[config.mk]
export PLATFORM = sky130hd
export DESIGN_NAME = binary_game_engine_flat
export DESIGN_NICKNAME = d
export VERILOG_FILES = /design/src/rtl/binary_game_pkg.sv /design/src/rtl/binary_game_engine_if.sv /design/src/rtl/second_timer.sv /design/src/rtl/binary_game_engine.sv /design/src/flat_wrapper.sv
export SDC_FILE = /design/constraint.sdc
export NUM_CORES = 1
export LEC_CHECK = 0
export CAP_MARGIN = 15
export CELL_PAD_IN_SITES_DETAIL_PLACEMENT = 0
export CELL_PAD_IN_SITES_GLOBAL_PLACEMENT = 1
export CORE_UTILIZATION = 38
export DETAILED_ROUTE_END_ITERATION = 7
export PLACE_DENSITY = 0.75
export SKIP_LAST_GASP = 1
export SYNTH_ARGS = -nofsm -noshare
export SYNTH_HDL_FRONTEND = slang
export SYNTH_SLANG_ARGS = --single-unit
[constraint.sdc]
create_clock -name clk -period 2.31 [get_ports clk]
set_input_delay 0.462 -clock clk [delete_from_list [all_inputs] [get_ports clk]]
set_output_delay 0.462 -clock clk [all_outputs]
set_load 0.05 [all_outputs]
[src/rtl/binary_game_pkg.sv]
// Shared types and constants for the binary complement game engine.
package binary_game_pkg;

    typedef enum logic [2:0] {
        LOGIN, LOCKOUT, IDLE, GEN, WAIT, CHECK, NEXT, DONE
    } game_state_t;

    localparam int SCORE_MAX = 15;

    // Galois feedback masks giving a maximal-length sequence for each width
    function automatic logic [7:0] lfsr_taps(input int w);
        case (w)
            3:       return 8'h06;
            4:       return 8'h0C;
            5:       return 8'h14;
            6:       return 8'h30;
            7:       return 8'h60;
            default: return 8'hB8;
        endcase
    endfunction

    function automatic logic [3:0] sat_add(input logic [3:0] a, input logic [3:0] b);
        logic [4:0] s;
        s = {1'b0, a} + {1'b0, b};
        return (s > 5'(SCORE_MAX)) ? 4'(SCORE_MAX) : s[3:0];
    endfunction

endpackage

[src/rtl/binary_game_engine_if.sv]
// Button/switch inputs and display-facing outputs of the game engine.
// The streak output exists only when STREAK_BONUS_EN is defined.
interface binary_game_engine_if #(parameter int W = 4);
    logic [W-1:0] pw_in;
    logic         pw_btn;
    logic         start_btn;
    logic [W-1:0] ans_in;
    logic         ans_btn;
    logic         logged_in;
    logic         locked;
    logic [W-1:0] rng_val;
    logic [W-1:0] ans_val;
    logic [W:0]   sum_val;
    logic         match;
    logic         miss;
    logic [3:0]   score;
    logic [3:0]   round_num;
    logic [6:0]   time_left;
    logic         game_over;
`ifdef STREAK_BONUS_EN
    logic [1:0]   streak;
`endif

    modport master (
        output pw_in, pw_btn, start_btn, ans_in, ans_btn,
        input  logged_in, locked, rng_val, ans_val, sum_val, match, miss,
        input  score, round_num, time_left, game_over
`ifdef STREAK_BONUS_EN
        , input streak
`endif
    );

    modport slave (
        input  pw_in, pw_btn, start_btn, ans_in, ans_btn,
        output logged_in, locked, rng_val, ans_val, sum_val, match, miss,
        output score, round_num, time_left, game_over
`ifdef STREAK_BONUS_EN
        , output streak
`endif
    );
endinterface

[src/rtl/second_timer.sv]
// Seconds prescaler plus a loadable 7-bit down-counter that stops at zero.
module second_timer #(
    parameter int TICKS_PER_SEC = 50_000_000,
    parameter int START         = 9
) (
    input  logic       clk,
    input  logic       rst,
    input  logic       load,
    input  logic       enable,
    output logic [6:0] value,
    output logic       zero
);
    localparam int PW = (TICKS_PER_SEC > 1) ? $clog2(TICKS_PER_SEC) : 1;
    localparam logic [PW-1:0] LAST = PW'(TICKS_PER_SEC - 1);

    logic [PW-1:0] presc;

    always_ff @(posedge clk) begin
        if (rst) begin
            presc <= '0;
            value <= '0;
        end else if (load) begin
            presc <= '0;
            value <= 7'(START);
        end else if (enable) begin
            if (presc == LAST) begin
                presc <= '0;
                if (value != 7'd0) value <= value - 7'd1;
            end else begin
                presc <= presc + PW'(1);
            end
        end
    end

    assign zero = (value == 7'd0);
endmodule

[src/rtl/binary_game_engine.sv]
// Multi-round "complement the random number" game: login, countdown, scoring, lockout.
// Optional STREAK_BONUS_EN: third and later consecutive matches score 2.
module binary_game_engine
    import binary_game_pkg::*;
#(
    parameter int           W             = 4,
    parameter int           ROUNDS        = 8,
    parameter int           ROUND_SECS    = 9,
    parameter int           TICKS_PER_SEC = 50_000_000,
    parameter logic [W-1:0] PASSWORD      = W'(10),
    parameter int           MAX_TRIES     = 3,
    parameter int           SEED          = 1
) (
    input logic                 clk,
    input logic                 rst,
    binary_game_engine_if.slave bus
);
    localparam logic [7:0]   TAP_MASK   = lfsr_taps(W);
    localparam logic [W-1:0] TAPS       = TAP_MASK[W-1:0];
    localparam logic [W:0]   TARGET     = {1'b0, {W{1'b1}}};
    localparam logic [3:0]   LAST_ROUND = 4'(ROUNDS);
    localparam logic [3:0]   LAST_TRY   = 4'(MAX_TRIES - 1);

    game_state_t  state, state_n;
    logic [W-1:0] lfsr;
    logic [3:0]   tries;
    logic [6:0]   secs;
    logic         secs_zero;
    logic         pw_ok;
    logic [W:0]   sum_n;
    logic         hit;
    logic [3:0]   bonus;

    function automatic logic [W-1:0] lfsr_step(input logic [W-1:0] v);
        return (v >> 1) ^ (v[0] ? TAPS : '0);
    endfunction

    assign pw_ok = (bus.pw_in == PASSWORD);
    assign sum_n = {1'b0, bus.ans_val} + {1'b0, bus.rng_val};
    // A carry out means the sum overshot all-ones, so it is never a match
    assign hit   = (sum_n == TARGET);

    second_timer #(.TICKS_PER_SEC(TICKS_PER_SEC), .START(ROUND_SECS)) u_timer (
        .clk    (clk),
        .rst    (rst),
        .load   (state == GEN),
        .enable (state == WAIT),
        .value  (secs),
        .zero   (secs_zero)
    );
    assign bus.time_left = secs;

    always_ff @(posedge clk) begin
        if (rst) state <= LOGIN;
        else     state <= state_n;
    end

    always_comb begin
        state_n = state;
        case (state)
            LOGIN:   if (bus.pw_btn) begin
                         if (pw_ok)                  state_n = IDLE;
                         else if (tries == LAST_TRY) state_n = LOCKOUT;
                     end
            LOCKOUT: state_n = LOCKOUT;
            IDLE:    if (bus.pw_btn)         state_n = LOGIN;
                     else if (bus.start_btn) state_n = GEN;
            GEN:     state_n = WAIT;
            WAIT:    if (bus.ans_btn)        state_n = CHECK;
                     else if (secs_zero)     state_n = NEXT;
            CHECK:   state_n = NEXT;
            NEXT:    if (bus.round_num == LAST_ROUND) state_n = DONE;
                     else if (bus.start_btn)          state_n = GEN;
            DONE:    if (bus.pw_btn)         state_n = LOGIN;
                     else if (bus.start_btn) state_n = IDLE;
            default: state_n = LOGIN;
        endcase
    end

`ifdef STREAK_BONUS_EN
    logic [1:0] streak_q;

    always_ff @(posedge clk) begin
        if (rst)
            streak_q <= '0;
        else if (state == GEN && bus.round_num == 4'd1)
            streak_q <= '0;
        else if (state == CHECK)
            streak_q <= hit ? ((streak_q == 2'd3) ? streak_q : streak_q + 2'd1) : 2'd0;
        else if (state == WAIT && !bus.ans_btn && secs_zero)
            streak_q <= '0;
    end

    assign bus.streak = streak_q;
    assign bonus      = (streak_q >= 2'd2) ? 4'd2 : 4'd1;
`else
    assign bonus = 4'd1;
`endif

    always_ff @(posedge clk) begin
        if (rst) begin
            lfsr          <= W'(SEED);
            tries         <= '0;
            bus.logged_in <= 1'b0;
            bus.locked    <= 1'b0;
            bus.game_over <= 1'b0;
            bus.rng_val   <= '0;
            bus.ans_val   <= '0;
            bus.sum_val   <= '0;
            bus.match     <= 1'b0;
            bus.miss      <= 1'b0;
            bus.score     <= '0;
            bus.round_num <= '0;
        end else begin
            bus.match <= 1'b0;
            bus.miss  <= 1'b0;
            // Free-running so the drawn value depends on player timing
            if (state != LOCKOUT) lfsr <= lfsr_step(lfsr);
            bus.logged_in <= state_n inside {IDLE, GEN, WAIT, CHECK, NEXT, DONE};
            bus.locked    <= (state_n == LOCKOUT);
            bus.game_over <= (state_n == DONE);
            case (state)
                LOGIN: if (bus.pw_btn) tries <= pw_ok ? 4'd0 : tries + 4'd1;
                IDLE:  if (state_n == GEN) begin
                           bus.score     <= '0;
                           bus.round_num <= 4'd1;
                       end
                GEN:   bus.rng_val <= lfsr;
                WAIT:  if (bus.ans_btn)   bus.ans_val <= bus.ans_in;
                       else if (secs_zero) bus.miss   <= 1'b1;
                CHECK: begin
                           bus.sum_val <= sum_n;
                           if (hit) begin
                               bus.match <= 1'b1;
                               bus.score <= sat_add(bus.score, bonus);
                           end else begin
                               bus.miss <= 1'b1;
                           end
                       end
                NEXT:  if (state_n == GEN) bus.round_num <= bus.round_num + 4'd1;
                DONE:  if (state_n != DONE) bus.round_num <= '0;
                default: ;
            endcase
        end
    end
endmodule

[src/flat_wrapper.sv]
// flat-port wrapper written by rule: the top's interface ports become plain ports
module binary_game_engine_flat import binary_game_pkg::*;
#(
    parameter int           W             = 4,
    parameter int           ROUNDS        = 8,
    parameter int           ROUND_SECS    = 9,
    parameter int           TICKS_PER_SEC = 50_000_000,
    parameter logic [W-1:0] PASSWORD      = W'(10),
    parameter int           MAX_TRIES     = 3,
    parameter int           SEED          = 1
)
  (clk, rst, bus_pw_in, bus_pw_btn, bus_start_btn, bus_ans_in, bus_ans_btn, bus_logged_in, bus_locked, bus_rng_val, bus_ans_val, bus_sum_val, bus_match, bus_miss, bus_score, bus_round_num, bus_time_left, bus_game_over);
  binary_game_engine_if #(.W(W)) bus_i ();
  input logic clk;
  input logic rst;
  input wire logic [$bits(bus_i.pw_in)-1:0] bus_pw_in;
  input wire logic [$bits(bus_i.pw_btn)-1:0] bus_pw_btn;
  input wire logic [$bits(bus_i.start_btn)-1:0] bus_start_btn;
  input wire logic [$bits(bus_i.ans_in)-1:0] bus_ans_in;
  input wire logic [$bits(bus_i.ans_btn)-1:0] bus_ans_btn;
  output wire logic [$bits(bus_i.logged_in)-1:0] bus_logged_in;
  output wire logic [$bits(bus_i.locked)-1:0] bus_locked;
  output wire logic [$bits(bus_i.rng_val)-1:0] bus_rng_val;
  output wire logic [$bits(bus_i.ans_val)-1:0] bus_ans_val;
  output wire logic [$bits(bus_i.sum_val)-1:0] bus_sum_val;
  output wire logic [$bits(bus_i.match)-1:0] bus_match;
  output wire logic [$bits(bus_i.miss)-1:0] bus_miss;
  output wire logic [$bits(bus_i.score)-1:0] bus_score;
  output wire logic [$bits(bus_i.round_num)-1:0] bus_round_num;
  output wire logic [$bits(bus_i.time_left)-1:0] bus_time_left;
  output wire logic [$bits(bus_i.game_over)-1:0] bus_game_over;
  assign bus_i.pw_in = bus_pw_in;
  assign bus_i.pw_btn = bus_pw_btn;
  assign bus_i.start_btn = bus_start_btn;
  assign bus_i.ans_in = bus_ans_in;
  assign bus_i.ans_btn = bus_ans_btn;
  assign bus_logged_in = bus_i.logged_in;
  assign bus_locked = bus_i.locked;
  assign bus_rng_val = bus_i.rng_val;
  assign bus_ans_val = bus_i.ans_val;
  assign bus_sum_val = bus_i.sum_val;
  assign bus_match = bus_i.match;
  assign bus_miss = bus_i.miss;
  assign bus_score = bus_i.score;
  assign bus_round_num = bus_i.round_num;
  assign bus_time_left = bus_i.time_left;
  assign bus_game_over = bus_i.game_over;
  binary_game_engine #(.W(W), .ROUNDS(ROUNDS), .ROUND_SECS(ROUND_SECS), .TICKS_PER_SEC(TICKS_PER_SEC), .PASSWORD(PASSWORD), .MAX_TRIES(MAX_TRIES), .SEED(SEED)) u_core (.clk(clk), .rst(rst), .bus(bus_i));
endmodule
After elaboration in Yosys (flattened, before gate mapping)
Index checks and enable logic that the tools add are counted.

Register bits after elaboration: 70. Bits of input ports: 13.

Add/sub/neg operators: 6. Magnitude comparators: 1. Equal/unequal tests: 25. Muxes and demuxes: 31. Bitwise logic cells: 2. Reduce and logical (&&, ||, !) cells: 17.

Operators with widths (count): two-way mux 4 bit (12); two-way mux 3 bit (10); adder 26 x 1 -> 26 bit (second input constant) (1); == test 26 bit (second input constant) (1); two-way mux 26 bit (1); == test 3 bit (second input constant) (8); one-hot mux 3 bit (8 select lines) (1); == test 3 x 2 -> 1 bit (second input constant) (4); one-hot mux 4 bit (3 select lines) (1); AND reduction 3 bit (3); adder 4 x 1 -> 4 bit (second input constant) (2); == test 4 bit (second input constant) (2); != test 2 x 1 -> 1 bit (second input constant) (4); one-hot mux 4 bit (2 select lines) (1); nonzero test 2 bit (4); zero test 7 bit (1); nonzero test 7 bit (1); subtractor 7 x 1 -> 7 bit (second input constant) (1); == test 3 x 1 -> 1 bit (second input constant) (2); nonzero test 6 bit (1); adder 4 x 1 -> 5 bit (second input constant) (1); adder 4 x 4 -> 5 bit (1); == test 5 x 4 -> 1 bit (second input constant) (1); greater-than comparator 5 x 4 -> 1 bit (second input constant) (1); other kinds (12) (17).

Longest topological paths before layout
Depth in word-level cells: 8. Gate-level depth with buffers: 9. Mapped depth without buffers: 8.

By module
A second synthesis with hierarchy kept.

Cells, all modules: 406. Area total of the unflattened synthesis: 3589.7 sq um.

Modules (own cells, without submodules): binary_game_engine (times used 1, cells an instance 224, area each 1915.6 sq um); second_timer (times used 1, cells an instance 182, area each 1674.1 sq um).

Worst setup path before layout
OpenSTA, ideal clock, no wires.

Kind: flip-flop to flip-flop. From: reg u_core.bus.ans_val[0]. To: reg u_core.bus.score[3]. Library setup time: 86 ps. Data arrival time: 2436 ps. Data required time: 2224 ps. Slack: -212 ps. Stages on the path, launching flop included: 8. Path buffers: 0. Path through: dfxtp_1 -> ha_1 -> fa_1 -> xnor2_1 -> a2111oi_0 -> and3_1 -> a41oi_1 -> a211oi_1.

Word-level cells in the longest chain between the ends: 4.

RTL lines: from (decl) (RTL line binary_game_engine_if.sv:35) `output logged_in, locked, rng_val, ans_val, sum_val, match, miss,`; from (signal assigned) (RTL line binary_game_engine.sv:129) `WAIT: if (bus.ans_btn) bus.ans_val <= bus.ans_in;`; adder 4 x 4 -> 5 bit (RTL line binary_game_engine.sv:39) `assign sum_n = {1'b0, bus.ans_val} + {1'b0, bus.rng_val};`; == test 5 x 4 -> 1 bit (RTL line binary_game_engine.sv:41) `assign hit = (sum_n == TARGET);`; != test 2 x 1 -> 1 bit (no source line); AND reduction 3 bit (no source line); to (signal assigned) (RTL line binary_game_engine.sv:135) `bus.score <= sat_add(bus.score, bonus);`; to (decl) (RTL line binary_game_engine_if.sv:36) `output score, round_num, time_left, game_over`.

Every way passes these cells. A chain may end at the register's enable or synchronous reset.

Final worst setup path
From: in bus_pw_btn. To: reg u_core.bus.round_num[2].

Word-level cells in the longest chain between the ends: 5. Elaborated cells on any way between the ends: 10. Those cells by class: 5 x eq/ne; 4 x mux; 1 x reduce/logical.

RTL lines: from (decl) (RTL line flat_wrapper.sv:17) `input wire logic [$bits(bus_i.pw_btn)-1:0] bus_pw_btn;`; two-way mux 3 bit (on tied branches) (RTL line binary_game_engine.sv:74, binary_game_engine.sv:61, binary_game_engine.sv:66); one-hot mux 3 bit (8 select lines) (*) (RTL line binary_game_engine.sv:60) `case (state)`; != test 3 bit or == test 3 x 2 -> 1 bit (tied branches) (RTL line binary_game_engine.sv:141, binary_game_engine.sv:124, binary_game_engine.sv:140); != test 2 x 1 -> 1 bit (no source line); AND reduction 4 bit (no source line) (*); to (signal assigned) (RTL line binary_game_engine.sv:140) `NEXT: if (state_n == GEN) bus.round_num <= bus.round_num + 4'd1;`; to (decl) (RTL line binary_game_engine_if.sv:36).

Mark *: on every way between the ends. The rest lies on a longest branch, timed or not.

==> qor.csv <==
stage,metric,value,unit
timing,min_period,2260,ps
floorplanning,die_h,97.5,um
global_route,grt_overflow_total,0,
clock_network,path_clk_slew,70,ps
synth,async_flop_share,0,%
synth,ys_seq_area_share,40.4,%
synth,synth_cell_types,63,
synth,synth.cell_area,0.00347,mm2
drt,vias,2813,
global_route,grt_usage,16.0,%
clock_network,cts-root-buf,clkbuf_8,
timing,tightest_slew,517,ps
synth,ys_warn_count,0,
critical_path,path_max_fanout,5,
floorplanning,ioPinCount,46,
timing,hold_viol_final,0,
place,gp_congestion,0.778,
min_path,hp-class,flip-flop to flip-flop,
drt,wl_per_cell,12.8,um
drt,drt-total-wl,7240,um
critical_path,worstPathArrival,2480,ps
clock_network,cts_max_level,3,
final_layout,final_common_cell,dfxtp_1,
clock_network,cts_max_path_buffers,2,
clock_network,numCtsBuffers,9,
drt,detail-route-antenna-nets,0,
synth,syn_nets,406,
timing,max_freq,443,MHz
critical_path,worstSetupStartpointType,input pin,
final_layout,final_cells,564,
floorplanning,rows,34,
synth,synth-edff-count,0,
drt,drc,0,
floorplanning,core-area,0.00876,mm2
power,power_density,568,mW/mm2
floorplanning,die_w,97.5,um
clock_network,holdBufCountCts,0,
final_layout,num_antenna_cells,0,
global_route,antenna_found_initial,0,
critical_path,endpoint_kind,flip-flop,
timing,rsz0062_at_grt,yes,
global_route,grt_max_degree,31,
global_route,grt_pass1_vias,2654,
clock_network,clock_sinks,70,
critical_path,critPathKind,input pin to flip-flop,
place,port_buffers,45,
final_layout,fillers,822,
place,dp_hpwl,5340,um
final_layout,finish.net_count,478,
power,cellLeakagePower,1.69,nW
drt,drtIter0Drc,53,
timing,clock_skew,11.4,ps
synth,ys_ff_latch,70,
critical_path,cp-startpoint,bus_pw_btn,
clock_network,clock_latency,340,ps
synth,synth_cells,379,
synth,synth.avg_cell_area,9.15,um2
timing,finalSetupViolations,0,
min_path,min-delay-start,u_core.u_timer.presc[23],
status,status,finished clean,
floorplanning,initial_core_util,39.6,%
drt,first_pass_iters,5,
final_layout,drive_gt1_share,17.5,%
final_layout,final_cell_mix,"66 x dfxtp_1, 58 x nor2_1, 45 x clkdlybuf4s50_1, 31 x buf_4, 27 x nand2_1",
timing,slew_headroom,65.4,%
floorplanning,die-area,0.00951,mm2
timing,post-route-period-util,97.7,%
clock_network,cts_tree,yes,
final_layout,area_growth,29.3,%
timing,slew_violations,0,
global_route,grt_pass1_wl,12300,um
run,maxCapViolCount,0,
place,dp.cells,545,
drt,via_per_inst,4.99,
power,peakVddDrop,317,uV
final_layout,utilization,51.2,%
critical_path,critPathRequiredTime,2540,ps
critical_path,r2r-start,u_core.bus.ans_val[0],
synth,synth_flop_cell,dfxtp_1,
[critical path: stages]
cell and delay [ps]:
clkdlybuf4s50_1 410, buf_4 150, maj3_1 340, a22o_2 240, a22oi_4 210, mux2_4 330, a221o_1 340
[sequential cells by signal (all words and copies together) (netlist names), 3 cells and up]
register	cells
u_core.u_timer.presc	26
u_core.u_timer.value	7
u_core.bus.sum_val	5
u_core.bus.ans_val	4
u_core.bus.rng_val	4
u_core.bus.round_num	4
u_core.bus.score	4
u_core.lfsr	4
u_core.tries	4
u_core.state	3
[cells by family after synthesis]
| family | Yosys count | synth area share, % |
|---|---|---|
| AOI/OAI and AO/OA | 51 | 10.3 |
| xor gates and xnor gates | 31 | 7.83 |
| DFF | 70 | 40.4 |
| and+or+nand+nor | 176 | 28.2 |
| muxes | 12 | 3.61 |
| adders and majority gates | 15 | 5.56 |
| buffers and inverters | 24 | 4.08 |
[where the power goes]
group	internal, W	switching (W)
clock	0.000716	0.000461
sequential	0.00122	0.0000141
combinational	0.0000677	0.0000676
[final cells by class]
class                           instances  area [um2]  area share [%]
Multi-Input combinational cell        285        1980            44.3
Timing Repair Buffer                   76         683            15.2
Clock buffer                           10         128            2.85
Clock inverter                          6         110            2.46
Inverter                                9        36.3           0.809
Tap cell                              108         135            3.01
Sequential cell                        70        1410            31.4
[final timing paths]
| path | end | slack (ps) | cells after the start |
|---|---|---|---|
| max | u_core.bus.round_num[2] | 50 | 7 |
| min | u_core.u_timer.presc[23] | 490 | 2 |
| max reg2reg | u_core.bus.score[3] | 60 | 7 |
| min reg2reg | u_core.u_timer.presc[23] | 490 | 2 |
[cells in the mapped netlist, types with 3 or more instances]
| master | n | area [um2] |
|---|---|---|
| dfxtp_1 | 70 | 1400 |
| xnor2_1 | 13 | 114 |
| nand2_1 | 28 | 105 |
| nor3_1 | 10 | 50.1 |
| o21ai_0 | 5 | 25.0 |
| buf_6 | 3 | 33.8 |
| or3_1 | 3 | 18.8 |
| and3_1 | 6 | 37.5 |
| a21o_1 | 3 | 22.5 |
| a21oi_1 | 24 | 120 |
| nand4_1 | 9 | 56.3 |
| nor2b_1 | 6 | 37.5 |
| inv_1 | 8 | 30.0 |
| xor2_1 | 18 | 158 |
| mux2i_1 | 11 | 110 |
| and2_2 | 3 | 22.5 |
| ha_1 | 13 | 163 |
| nor3b_1 | 3 | 22.5 |
| a211oi_1 | 4 | 30.0 |
| nor2_1 | 58 | 218 |
| clkbuf_1 | 6 | 22.5 |
| nand3_1 | 22 | 110 |
| and4_1 | 3 | 26.3 |
[timing repair]
| item | 4_1_cts | 5_1_grt |
|---|---|---|
| pin swaps | 1 | 3 |
| setup buffers | 0 | 3 |
| gates resized for setup | 1 | 6 |
| endpoints found under the hold margin | 0 | 0 |
| setup endpoints to repair | 1 | 2 |
| gates cloned | 0 | 0 |
[metrics by stage]
| stage | cell area, um2 | power, W | setup TNS, ps | hold slack (ps) | worst slack, ps |
|---|---|---|---|---|---|
| final | 4480 | 0.00255 | 0 | 489 | 52.4 |
| after global routing | 4480 | 0.00266 | -44.8 | 512 | -23.3 |
| after CTS | 4430 | 0.00258 | 0 | 481 | 36.8 |
| after detailed placement | 4180 | 0.00140 | -1280 | 466 | -312 |
| after global placement | 4180 | 0.00140 | -1050 | 454 | -289 |
| after floorplan | 3490 | 0.00135 | 0 | 454 | 3.95 |
[per-layer routing]
layer,vias to the layer above,track usage (%),share of wire [%]
met5,-,0,0
met3,6,3.31,2.9
met2,42,24.5,44
met1,1301,21.7,52
li1,1464,-,-
met4,0,6.79,1.2
Note: power is estimated with default switching activity, not from simulation.
